### src/rtl/count_up_stopwatch.sv
`default_nettype none
// ============================================================================
// Module      : count_up_stopwatch
// Description : HH:MM:SS count-up stopwatch. The count is kept as six
//               cascaded BCD digits, ticks are one-second enable pulses, and
//               the count saturates at HOUR_LIMIT:59:59 in the OVFL state.
//               Optional feature macro LAP_EN adds a lap (display freeze).
// Revision    : 1.0 - initial release
// ============================================================================
module count_up_stopwatch #(
    parameter int HOUR_LIMIT = 23
) (
    input  logic       clk,
    input  logic       rst_n,
    input  logic       tick,
    input  logic       start_stop,
    input  logic       clear,
    input  logic       lap,
    output logic [7:0] hour_bcd,
    output logic [7:0] minute_bcd,
    output logic [7:0] second_bcd,
    output logic       running,
    output logic       overflow,
    output logic       lap_active
);

    localparam logic [1:0] S_IDLE  = 2'd0;
    localparam logic [1:0] S_RUN   = 2'd1;
    localparam logic [1:0] S_PAUSE = 2'd2;
    localparam logic [1:0] S_OVFL  = 2'd3;

    localparam logic [3:0] C_HLIM_TENS = 4'(HOUR_LIMIT / 10);
    localparam logic [3:0] C_HLIM_ONES = 4'(HOUR_LIMIT % 10);

    logic [1:0] r_state;
    logic [1:0] w_state_nxt;

    // Count digits: s0/s1 seconds, m0/m1 minutes, h0/h1 hours (ones/tens)
    logic [3:0] r_s0, r_s1, r_m0, r_m1, r_h0, r_h1;

    logic       w_at_limit;
    logic       w_count_en;
    logic       w_s0_wrap, w_s1_wrap, w_m0_wrap, w_m1_wrap, w_h0_wrap;

    logic [7:0] w_live_hour, w_live_min, w_live_sec;
    logic [7:0] w_disp_hour, w_disp_min, w_disp_sec;
    logic       w_running_nxt, w_overflow_nxt, w_lap_nxt;

    assign w_at_limit = (r_h1 == C_HLIM_TENS) && (r_h0 == C_HLIM_ONES) &&
                        (r_m1 == 4'd5) && (r_m0 == 4'd9) &&
                        (r_s1 == 4'd5) && (r_s0 == 4'd9);

    // clear and start_stop both pre-empt a tick in the same cycle
    assign w_count_en = tick && !clear && !start_stop &&
                        (r_state == S_RUN) && !w_at_limit;

    assign w_s0_wrap = (r_s0 == 4'd9);
    assign w_s1_wrap = (r_s1 == 4'd5);
    assign w_m0_wrap = (r_m0 == 4'd9);
    assign w_m1_wrap = (r_m1 == 4'd5);
    assign w_h0_wrap = (r_h0 == 4'd9);

    assign w_live_hour = {r_h1, r_h0};
    assign w_live_min  = {r_m1, r_m0};
    assign w_live_sec  = {r_s1, r_s0};

    // FSM state register
    always_ff @(posedge clk) begin
        if (!rst_n) begin
            r_state <= S_IDLE;
        end else begin
            r_state <= w_state_nxt;
        end
    end

    // FSM next-state logic, priority clear > start_stop > tick
    always_comb begin
        w_state_nxt = r_state;
        if (clear) begin
            w_state_nxt = S_IDLE;
        end else if (start_stop) begin
            case (r_state)
                S_IDLE:  w_state_nxt = S_RUN;
                S_RUN:   w_state_nxt = S_PAUSE;
                S_PAUSE: w_state_nxt = S_RUN;
                default: w_state_nxt = r_state;
            endcase
        end else if (tick && (r_state == S_RUN) && w_at_limit) begin
            w_state_nxt = S_OVFL;
        end
    end

    // Cascaded BCD counter; each digit only advances when all lower digits wrap
    always_ff @(posedge clk) begin
        if (!rst_n || clear) begin
            r_s0 <= 4'd0;
            r_s1 <= 4'd0;
            r_m0 <= 4'd0;
            r_m1 <= 4'd0;
            r_h0 <= 4'd0;
            r_h1 <= 4'd0;
        end else if (w_count_en) begin
            r_s0 <= w_s0_wrap ? 4'd0 : r_s0 + 4'd1;
            if (w_s0_wrap) begin
                r_s1 <= w_s1_wrap ? 4'd0 : r_s1 + 4'd1;
                if (w_s1_wrap) begin
                    r_m0 <= w_m0_wrap ? 4'd0 : r_m0 + 4'd1;
                    if (w_m0_wrap) begin
                        r_m1 <= w_m1_wrap ? 4'd0 : r_m1 + 4'd1;
                        if (w_m1_wrap) begin
                            // Hours never pass HOUR_LIMIT (<= 99), so h1 cannot overflow
                            r_h0 <= w_h0_wrap ? 4'd0 : r_h0 + 4'd1;
                            if (w_h0_wrap) begin
                                r_h1 <= r_h1 + 4'd1;
                            end
                        end
                    end
                end
            end
        end
    end

`ifdef LAP_EN
    logic       r_lap_on;
    logic [7:0] r_frz_hour, r_frz_min, r_frz_sec;

    // Lap toggles the freeze outside IDLE; the snapshot is taken when it engages
    always_ff @(posedge clk) begin
        if (!rst_n || clear) begin
            r_lap_on   <= 1'b0;
            r_frz_hour <= 8'd0;
            r_frz_min  <= 8'd0;
            r_frz_sec  <= 8'd0;
        end else if (lap && (r_state != S_IDLE)) begin
            r_lap_on <= !r_lap_on;
            if (!r_lap_on) begin
                r_frz_hour <= w_live_hour;
                r_frz_min  <= w_live_min;
                r_frz_sec  <= w_live_sec;
            end
        end
    end

    assign w_disp_hour = r_lap_on ? r_frz_hour : w_live_hour;
    assign w_disp_min  = r_lap_on ? r_frz_min  : w_live_min;
    assign w_disp_sec  = r_lap_on ? r_frz_sec  : w_live_sec;
    assign w_lap_nxt   = r_lap_on;
`else
    logic w_unused_lap;

    assign w_unused_lap = lap;
    assign w_disp_hour  = w_live_hour;
    assign w_disp_min   = w_live_min;
    assign w_disp_sec   = w_live_sec;
    assign w_lap_nxt    = 1'b0;
`endif

    // FSM output decode, registered below together with the display
    always_comb begin
        w_running_nxt  = (r_state == S_RUN);
        w_overflow_nxt = (r_state == S_OVFL);
    end

    // Output register stage: everything the outside sees lags state by one cycle
    always_ff @(posedge clk) begin
        if (!rst_n) begin
            hour_bcd   <= 8'd0;
            minute_bcd <= 8'd0;
            second_bcd <= 8'd0;
            running    <= 1'b0;
            overflow   <= 1'b0;
            lap_active <= 1'b0;
        end else begin
            hour_bcd   <= w_disp_hour;
            minute_bcd <= w_disp_min;
            second_bcd <= w_disp_sec;
            running    <= w_running_nxt;
            overflow   <= w_overflow_nxt;
            lap_active <= w_lap_nxt;
        end
    end

endmodule
`default_nettype wire

### config.mk
export PLATFORM = sky130hd
export DESIGN_NAME = count_up_stopwatch
export DESIGN_NICKNAME = d
export VERILOG_FILES = /design/src/rtl/count_up_stopwatch.sv
export SDC_FILE = /design/constraint.sdc
export NUM_CORES = 1
export LEC_CHECK = 0
export ABC_CLOCK_PERIOD_IN_PS = 2460
export CAP_MARGIN = 25
export CORE_MARGIN = 2
export CORE_UTILIZATION = 53
export DETAILED_ROUTE_END_ITERATION = 7
export PLACE_DENSITY = 0.81
export SYNTH_ARGS = -nofsm -noshare
export SYNTH_HDL_FRONTEND = slang
export SYNTH_SLANG_ARGS = --single-unit
### constraint.sdc
create_clock -name clk -period 2.46 [get_ports clk]
set_input_delay 0.246 -clock clk [delete_from_list [all_inputs] [get_ports clk]]
set_output_delay 0.246 -clock clk [all_outputs]
set_load 0.02 [all_outputs]
# --- Word level (Yosys, flattened, before mapping) ---
# Index checks and enable logic that the tools add are counted.
totals:
  ff_bits: 52
  inputBits: 6
  out_inout_bits: 27
  word_cells: 64
classes:
  mux: 8
  reduce_logical: 26
  add_sub_neg: 6
  eq_ne: 11
  bitwise: 1
ops:
  columns: ["cell", "n"]
  rows:
  - ["$add 4x1->4 const B", 6]
  - ["$mux 4", 5]
  - ["$eq 4x4->1 const B", 3]
  - ["$logic_and 1x1->1", 11]
  - ["$eq 4x2->1 const B", 2]
  - ["$eq 4x3->1 const B", 2]
  - ["$reduce_and 6->1", 1]
  - ["$reduce_and 5->1", 1]
  - ["$eq 2x2->1 const B", 2]
  - ["$logic_not 1->1", 4]
  - ["$mux 2", 2]
  - ["$pmux 2 s2", 1]
  - ["$reduce_and 2->1", 2]
  - ["$reduce_and 4->1", 1]
  - ["$reduce_or 2->1", 2]
  - ["$ne 3x2->1 const B", 1]
  - ["$reduce_and 3->1", 1]
  - ["$eq 2x1->1 const B", 1]
  - ["$logic_not 2->1", 1]
  - ["$reduce_bool 2->1", 1]
  - ["$logic_or 1x1->1", 1]
  - ["$not 1->1", 1]

# --- Logic depth before layout (Yosys ltp) ---
# Gate-level depths: netlist of run 1.
logic_depth:
  depth_word: 9
  depth_mapped: 8
  mapped_depth_nobuf: 7

# --- Worst setup path after synthesis of run 1 ---
# Ideal clock, no wire load.
synth_path:
  path_kind: "register -> register"
  startpoint: "register r_h1[0]"
  endpoint: "register r_m0[0]"
  period_less_slack_ns: 1.787
  n_path_buf: 0
  t_arrival_ns: 1.716
  path_stages_with_launch: 8
  path_slack_ns: 0.673
  setup_ns: 0.071
  required_ns: 2.389
  cell_sequence: "dfxtp_1 -> inv_1 -> ha_1 -> nand4bb_1 -> nor4_4 -> a211o_2 -> or4_1 -> a21oi_1"
synth_between:
  elab_chain_cells: 9
synth_lines:
  columns: ["element", "line_no", "text"]
  rows:
  - ["from (decl)", "39", "logic [3:0] r_s0, r_s1, r_m0, r_m1, r_h0, r_h1;"]
  - ["from (signal assigned)", "114", "r_h1 <= r_h1 + 4'd1;"]
  - ["$eq 4x2->1", "49", "assign w_at_limit = (r_h1 == C_HLIM_TENS) && (r_h0 == C_HLIM_ONES) &&"]
  - ["$logic_and 1x1->1 (2 in series)", "49", null]
  - ["$logic_and 1x1->1 (2 in series)", "50", "(r_m1 == 4'd5) && (r_m0 == 4'd9) &&"]
  - ["$logic_and 1x1->1", "51", "(r_s1 == 4'd5) && (r_s0 == 4'd9);"]
  - ["$logic_not 1->1", "55", "(r_state == S_RUN) && !w_at_limit;"]
  - ["$logic_and 1x1->1", "55", null]
  - ["$reduce_and 3->1 (no line)", null, null]
  - ["to (signal assigned)", "107", "r_m0 <= w_m0_wrap ? 4'd0 : r_m0 + 4'd1;"]
  - ["to (decl)", "39", null]
# No other way between the ends.
# A chain may end at the register's enable or synchronous reset.

# --- Worst setup path after layout of run 1 ---
layout_path:
  startpoint: "input port start_stop"
  endpoint: "register r_m0[0]"
layout_between:
  elab_chain_cells: 5
layout_lines:
  columns: ["element", "line_no", "text"]
  rows:
  - ["from (decl)", "16", "input logic start_stop,"]
  - ["$logic_not 1->1", "54", "assign w_count_en = tick && !clear && !start_stop &&"]
  - ["$logic_and 1x1->1 (2 in series)", "54", null]
  - ["$logic_and 1x1->1", "55", null]
  - ["$reduce_and 3->1 (no line)", null, null]
# No other way between the ends.

==> impl_metrics.env, run 1 <==
export IMPL_synth_area_um2=2160
export IMPL_dp_hpwl_um=2790
export IMPL_rr_startpoint="r_h1[0]$_SDFFE_PP0P_"
export IMPL_globalRouteTotalUtil_pct=19.4
export IMPL_pre_cts_ws_ps=144
export IMPL_design_final_nets=259
export IMPL_layout_drive_gt1_share_pct=9.20
export IMPL_cts_resized=0
export IMPL_cp_num_buf_inv=1
export IMPL_vias_in_the_first_global_route=1509
export IMPL_critical_path_peak_fanout=7
export IMPL_synth_ff_latch_count=52
export IMPL_cp_arrival_ps=2250
export IMPL_synth_enable_flop_cells=0
export IMPL_diodes=0
export IMPL_finalHoldWorstSlack_ps=487
export IMPL_ys_async_sr_fraction_pct=0
export IMPL_grt_start_max_net_pins=27
export IMPL_grt_first_pass_wirelength_um=6670
export IMPL_design_core_area_um2=3970
export IMPL_drv_max_cap_violation_count=0
export IMPL_clock_skew_final_ps=6.24
export IMPL_timing_critical_path_from_type="input pin"
export IMPL_power_static_leakage_nw=0.903
export IMPL_cts_made_buffers=5
export IMPL_relSlewSlack_pct=53.3
export IMPL_postCtsSetupBuffers=0
export IMPL_ctsHoldBuffers=0
export IMPL_globalplace_congestion=0.759
export IMPL_crit_start="start_stop"
export IMPL_synth_avg_cell_area_um2=9.82
export IMPL_number_of_distinct_standard_cells_referenced_by_the_synthesized_netlist=50
export IMPL_fin_tns_setup_ps=0
export IMPL_grt_antenna_before_repair=0
export IMPL_irDropWorstVdd_v=0.000352
export IMPL_fin_crit_ps=2010
export IMPL_initial_utilization_pct=54.4
export IMPL_maximum_frequency_from_static_timing_analysis_ghz=0.498
export IMPL_timing_critical_path_max_delay_family="simple AND/OR/NAND/NOR gates"
export IMPL_syn_instance_count=220
export IMPL_setup_ws_ps=453
export IMPL_global_route_overflow_total=0
export IMPL_final_antenna_net_count=0
export IMPL_mostFrequentLayoutCells="dfxtp_1, clkdlybuf4s50_1, and2_1"
export IMPL_slowest_stage="clkdlybuf4s50_1"
export IMPL_wl_per_cell_um=13.1
export IMPL_route_detailed_drc=0
export IMPL_drt_pass1_iter_count=4
export IMPL_design_die_area_um2=4600
export IMPL_num_io_pins=33
export IMPL_cts_buffer_depth=2
export IMPL_critical_path_cell_chain="clkdlybuf4s50_1 > nor4b_4 > nand3_4 > a211o_2 > or4_1 > a21oi_1"
export IMPL_totalWireLength_um=3920
export IMPL_cts_sink_count=52
export IMPL_critPathMaxStageDelay_ps=510
export IMPL_fillers=323
export IMPL_clk_latency_ps=300
export IMPL_layout_area_overhead_vs_synth_pct=20.0
export IMPL_via_count=1630
export IMPL_min_delay_start="r_state[1]$_SDFFE_PP0P_"
export IMPL_cts_tree="yes"
export IMPL_io_buffers=30
export IMPL_htreeDepth=2
export IMPL_worstMarginPinSlew_ps=701
export IMPL_finish_utilization_pct=65.3
export IMPL_die_width_um=67.9
export IMPL_detailed_route_vias_per_instance=5.43
export IMPL_report_final_hold_viol_count=0
export IMPL_setup_viol_count_final=0
export IMPL_synth_yosys_seq_area_share_pct=48.2
export IMPL_timing_final_crit_share_pct=81.6
export IMPL_rsz_0062_raised_after_global_routing="false"
export IMPL_required_ps=2700
export IMPL_ys_flop_type="dfxtp_1"
export IMPL_final_common_cell="dfxtp_1"
export IMPL_timing_final_max_slew_violations=0
export IMPL_initialDrtViolationCount=73
export IMPL_rows=23
export IMPL_power_density_over_the_cells_nw_per_um2=552
export IMPL_worst_setup_path_category="in2reg"
export IMPL_clk_pin_slew_worst_paths_ps=90
export IMPL_worst_hold_path_type="reg2reg"
export IMPL_fp_dieH_um=67.9
export IMPL_outcome="finished clean"
export IMPL_end_kind="register"
export IMPL_clk_root_buffer_cell="clkbuf_8"
export IMPL_yosys_warnings=0
export IMPL_synth_fp_nets=228
[flip-flops by register name, indices dropped and copies added (netlist names)]
| name | flops |
|---|---|
| overflow | 1 |
| r_h0 | 4 |
| r_h1 | 4 |
| r_state | 2 |
| second_bcd | 8 |
| minute_bcd | 8 |
| r_s0 | 4 |
| r_m0 | 4 |
| running | 1 |
| r_s1 | 4 |
| hour_bcd | 8 |
| r_m1 | 4 |
[layer usage]
layer | track usage (%) | up-vias | part of all wire, %
li1 | - | 821 | -
met1 | 22.2 | 776 | 43
met2 | 34.1 | 28 | 51
met3 | 4.93 | 5 | 4.1
met4 | 8.25 | 0 | 1.5
met5 | 0 | - | 0
[cell usage after synthesis (3+ instances only)]
library cell   n  area [um2]
a31oi_1        4        25.0
or3_1          4        25.0
inv_1         10        37.5
nand4bb_1      3        33.8
clkbuf_1       4        15.0
or4_1          5        37.5
mux2i_1        5        50.1
dfxtp_1       52        1040
nor2_1        14        52.6
o21ai_0        9        45.0
nand2_1       12        45.0
a21oi_1       16        80.1
and2_1        25         156
nor2b_1        5        31.3
xnor2_1        5        43.8
nand3_1        3        15.0
o31ai_1        4        30.0
[worst reg2reg max path, stage by stage, from the launching register on]
cell	delay, ps
dfxtp_1	390
inv_1	90
ha_1	210
nand4bb_1	190
nor4_4	80
a211o_2	410
or4_1	420
a21oi_1	140
[cells by family (layout without fill, tap and decap cells)]
logic type / Yosys count / count (layout) / synth area share, %
AO/OA/AOI/OAI: 39 / 39 / 10.8
XOR/XNOR: 6 / 6 / 2.43
adder cells (fa/ha/maj): 2 / 2 / 1.16
buffers and inverters: 19 / 49 / 4.17
flip-flops: 52 / 52 / 48.2
multiplexers: 5 / 5 / 2.32
other: 1 / 1 / 0.174
AND/OR/NAND/NOR: 96 / 96 / 30.7
[report_power, final]
| part | internal [mW] | switching, mW |
|---|---|---|
| Combinational | 0.0131 | 0.0219 |
| Sequential | 0.842 | 0.00235 |
| Clock | 0.292 | 0.259 |
| Total | 1.15 | 0.283 |
[final cells by class]
type	instances	area (um2)	area share, %
clock inverter	1	30.0	1.16
timing repair buffer	33	323	12.5
clock buffer	5	68.8	2.65
multi-input combinational	149	1030	39.7
inverter	10	37.5	1.45
sequential	52	1040	40.2
tap	50	62.6	2.41
[final timing paths]
check                                             to  cells past startpoint  slack, ps
worst max-delay path            r_m0[0]$_SDFFE_PP0P_                      6        450
worst min-delay path              running$_SDFF_PN0_                      1        490
worst max register to register  r_m0[0]$_SDFFE_PP0P_                      7        470
worst min register to register    running$_SDFF_PN0_                      1        490
[stage by stage]
step	instance area (um2)	instances	total power, mW
finish	2590	300	1.43
global route	2590	300	1.48
CTS	2590	300	1.44
detailed placement	2490	294	0.900
global placement	2490	294	0.899
floorplan	2160	220	0.884
No activity file was read; power rests on OpenSTA's default activity.
==> run 2, diff against run 1 <==
==> config.mk (replaced) <==
export PLATFORM = sky130hd
export DESIGN_NAME = count_up_stopwatch
export DESIGN_NICKNAME = d
export VERILOG_FILES = /design/src/rtl/count_up_stopwatch.sv
export SDC_FILE = /design/constraint.sdc
export NUM_CORES = 1
export LEC_CHECK = 0
export ABC_CLOCK_PERIOD_IN_PS = 1600
export CAP_MARGIN = 25
export CORE_MARGIN = 2
export CORE_UTILIZATION = 48
export DETAILED_ROUTE_END_ITERATION = 7
export PLACE_DENSITY = 0.77
export SYNTH_ARGS = -nofsm -noshare
export SYNTH_HDL_FRONTEND = slang
export SYNTH_SLANG_ARGS = --single-unit
==> constraint.sdc (replaced) <==
create_clock -name clk -period 1.6 [get_ports clk]
set_input_delay 0.16 -clock clk [delete_from_list [all_inputs] [get_ports clk]]
set_output_delay 0.16 -clock clk [all_outputs]
set_load 0.02 [all_outputs]
==> run 2 against run 1 <==
Against the previous run:
- the flow now finishes with violations (negative setup slack)
- total power up 51%
- final cell count increased by 17%
- sequential power grew 54%
- sequential share of layout area is 7.6 points lower
- via count grew 18%
- largest power group unchanged
- core utilization up 8.9 points
- count of clock-buffer cells in the layout grew 2
==> impl_metrics.env, run 2 (synthesized netlist as in run 1, its figures left out) <==
export IMPL_outcome="finished with violations"
export IMPL_failing_checks="negative setup slack"
export IMPL_globalplace_congestion=0.848
export IMPL_cts_buffer_depth=2
export IMPL_end_kind="register"
export IMPL_final_design_area_no_fill_um2=3230
export IMPL_required_ps=1860
export IMPL_timing_final_crit_share_pct=113
export IMPL_critical_path_peak_fanout=5
export IMPL_clk_latency_ps=310
export IMPL_design_final_nets=305
export IMPL_layout_drive_gt1_share_pct=36.6
export IMPL_wl_per_cell_um=16.2
export IMPL_design_die_area_um2=5050
export IMPL_dpl_cell_area_um2=2840
export IMPL_vias_in_the_first_global_route=1842
export IMPL_global_route_overflow_total=0
export IMPL_ctsHoldBuffers=0
export IMPL_initial_utilization_pct=49.6
export IMPL_mostFrequentLayoutCells="dfxtp_1, buf_4, clkdlybuf4s50_1"
export IMPL_min_delay_start="clear"
export IMPL_die_width_um=71.1
export IMPL_globalRouteTotalUtil_pct=21.6
export IMPL_clk_pin_slew_worst_paths_ps=90
export IMPL_finalHoldWorstSlack_ps=403
export IMPL_power_share_switching_pct=22.2
export IMPL_grt_first_pass_wirelength_um=8450
export IMPL_fin_crit_ps=1800
export IMPL_logic_depth_of_the_worst_register_to_register_path=6
export IMPL_power_density_over_the_cells_nw_per_um2=669
export IMPL_worst_setup_path_category="reg2reg"
export IMPL_diodes=0
export IMPL_timing_critical_path_from_type="register"
export IMPL_fillers=298
export IMPL_rr_startpoint="r_state[1]$_SDFFE_PP0P_"
export IMPL_drv_max_cap_violation_count=0
export IMPL_detailed_route_vias_per_instance=5.51
export IMPL_fin_tns_setup_ps=-2410
export IMPL_worst_hold_path_type="in2reg"
export IMPL_layout_top_registers="hour_bcd x8, minute_bcd x8, second_bcd x8"
export IMPL_layout_area_overhead_vs_synth_pct=49.5
export IMPL_clock_power_share_pct=36.3
export IMPL_reg2reg_slack_ps=-200
export IMPL_io_buffers=30
export IMPL_grt_antenna_before_repair=0
export IMPL_setup_viol_count_final=21
export IMPL_cts_tree="yes"
export IMPL_cp_arrival_ps=2060
export IMPL_clock_skew_final_ps=2.63
export IMPL_grt_start_max_net_pins=24
export IMPL_number_of_cells_on_the_worst_hold_path=5
export IMPL_dp_cells=337
export IMPL_totalWireLength_um=5660
export IMPL_total_power_mw=2.16
export IMPL_setup_ws_ps=-205
export IMPL_r2r_end="r_m1[0]$_SDFFE_PP0P_"
export IMPL_timing_final_max_slew_violations=0
export IMPL_design_core_area_um2=4350
export IMPL_cts_made_buffers=5
export IMPL_drt_pass1_iter_count=5
export IMPL_fin_cells=350
export IMPL_fp_dieH_um=71.1
export IMPL_dp_hpwl_um=3480
export IMPL_p_sw_uw=480
export IMPL_hold_path_endpoint="r_state[0]$_SDFFE_PP0P_"
export IMPL_maximum_frequency_from_static_timing_analysis_ghz=0.554
export IMPL_power_frac_comb_pct=3.6
export IMPL_final_common_cell="dfxtp_1"
export IMPL_seq_power_share_pct=60.0
export IMPL_initialDrtViolationCount=85
export IMPL_route_detailed_drc=0
export IMPL_power_static_leakage_nw=1.24
export IMPL_rsz_0062_raised_after_global_routing="true"
export IMPL_clk_root_buffer_cell="clkbuf_8"
export IMPL_report_final_hold_viol_count=0
export IMPL_rows=24
export IMPL_internal_power_mw=1.68
export IMPL_cts_sink_count=52
export IMPL_via_count=1927
export IMPL_final_antenna_net_count=0
export IMPL_irDropWorstVdd_v=0.000702
export IMPL_htreeDepth=2
export IMPL_num_io_pins=33
==> run 2: changes by cell type in the layout (fill, tap and decap cells not counted), sizes merged <==
cell | before | now
buf | 3 | 49
bufinv | 1 | 0
clkbuf | 5 | 7
clkdlybuf4s50 | 30 | 29
clkinvlp | 0 | 1
dlymetal6s2s | 0 | 1
==> run 2: area by class of cell <==
| class | count | area [um2] | area share, % |
|---|---|---|---|
| Multi-Input combinational cell | 149 | 1270 | 39.5 |
| Sequential cell | 52 | 1050 | 32.6 |
| Timing Repair Buffer | 79 | 706 | 21.9 |
| Clock buffer | 7 | 86.3 | 2.67 |
| Tap cell | 52 | 65.1 | 2.01 |
| Inverter | 10 | 37.5 | 1.16 |
| Clock inverter | 1 | 7.51 | 0.232 |
==> run 2: worst max-delay path by stage <==
stage	startpoint	end	cells after the start	slack, ps
floorplan	r_s0[1]$_SDFFE_PP0P_	r_h1[2]$_SDFFE_PP0P_	5	-120
global placement	start_stop	r_m0[0]$_SDFFE_PP0P_	6	-500
detailed placement	start_stop	r_m0[0]$_SDFFE_PP0P_	6	-580
CTS	r_state[1]$_SDFFE_PP0P_	r_m0[2]$_SDFFE_PP0P_	6	-200
global route	r_state[1]$_SDFFE_PP0P_	r_h1[2]$_SDFFE_PP0P_	6	-260
finish	r_state[1]$_SDFFE_PP0P_	r_m1[0]$_SDFFE_PP0P_	6	-200
==> run 2: power by group through the flow <==
stage	logic (mW)	clock network, mW	registers [mW]
floorplan	0.0285	0	1.33
global placement	0.0708	0	1.33
detailed placement	0.0723	0	1.33
CTS	0.0732	0.776	1.30
global route	0.0830	0.834	1.30
finish	0.0782	0.786	1.30
==> run 2: routing by layer <==
metal | up-vias | part of all wire, % | track usage, %
li1 | 912 | - | -
met1 | 956 | 38 | 23.5
met2 | 45 | 57 | 40.8
met3 | 14 | 3.1 | 4.42
met4 | 0 | 1.7 | 8.39
met5 | - | 0 | 0
==> run 2: repair_timing <==
item / CTS / global route
cloned: 0 / 0
resized for setup: 20 / 29
pin swaps: 19 / 21
endpoints found under the setup margin: 23 / 25
setup buffers: 5 / 3
==> run 2: metrics by stage <==
stage	util [%]	setup WS (ps)
CTS	69.9	-199
finish	74.2	-205
floorplan	-	-121
detailed placement	65.3	-578
global placement	65.3	-496
global route	74.2	-262
==> run 2: critical path, cell delays in order, from the launching register on <==
cell and delay (ps):
dfxtp_2 350, nor4b_4 380, nand3_4 130, a21o_4 220, buf_6 130, or4_4 410
a21oi_2 140
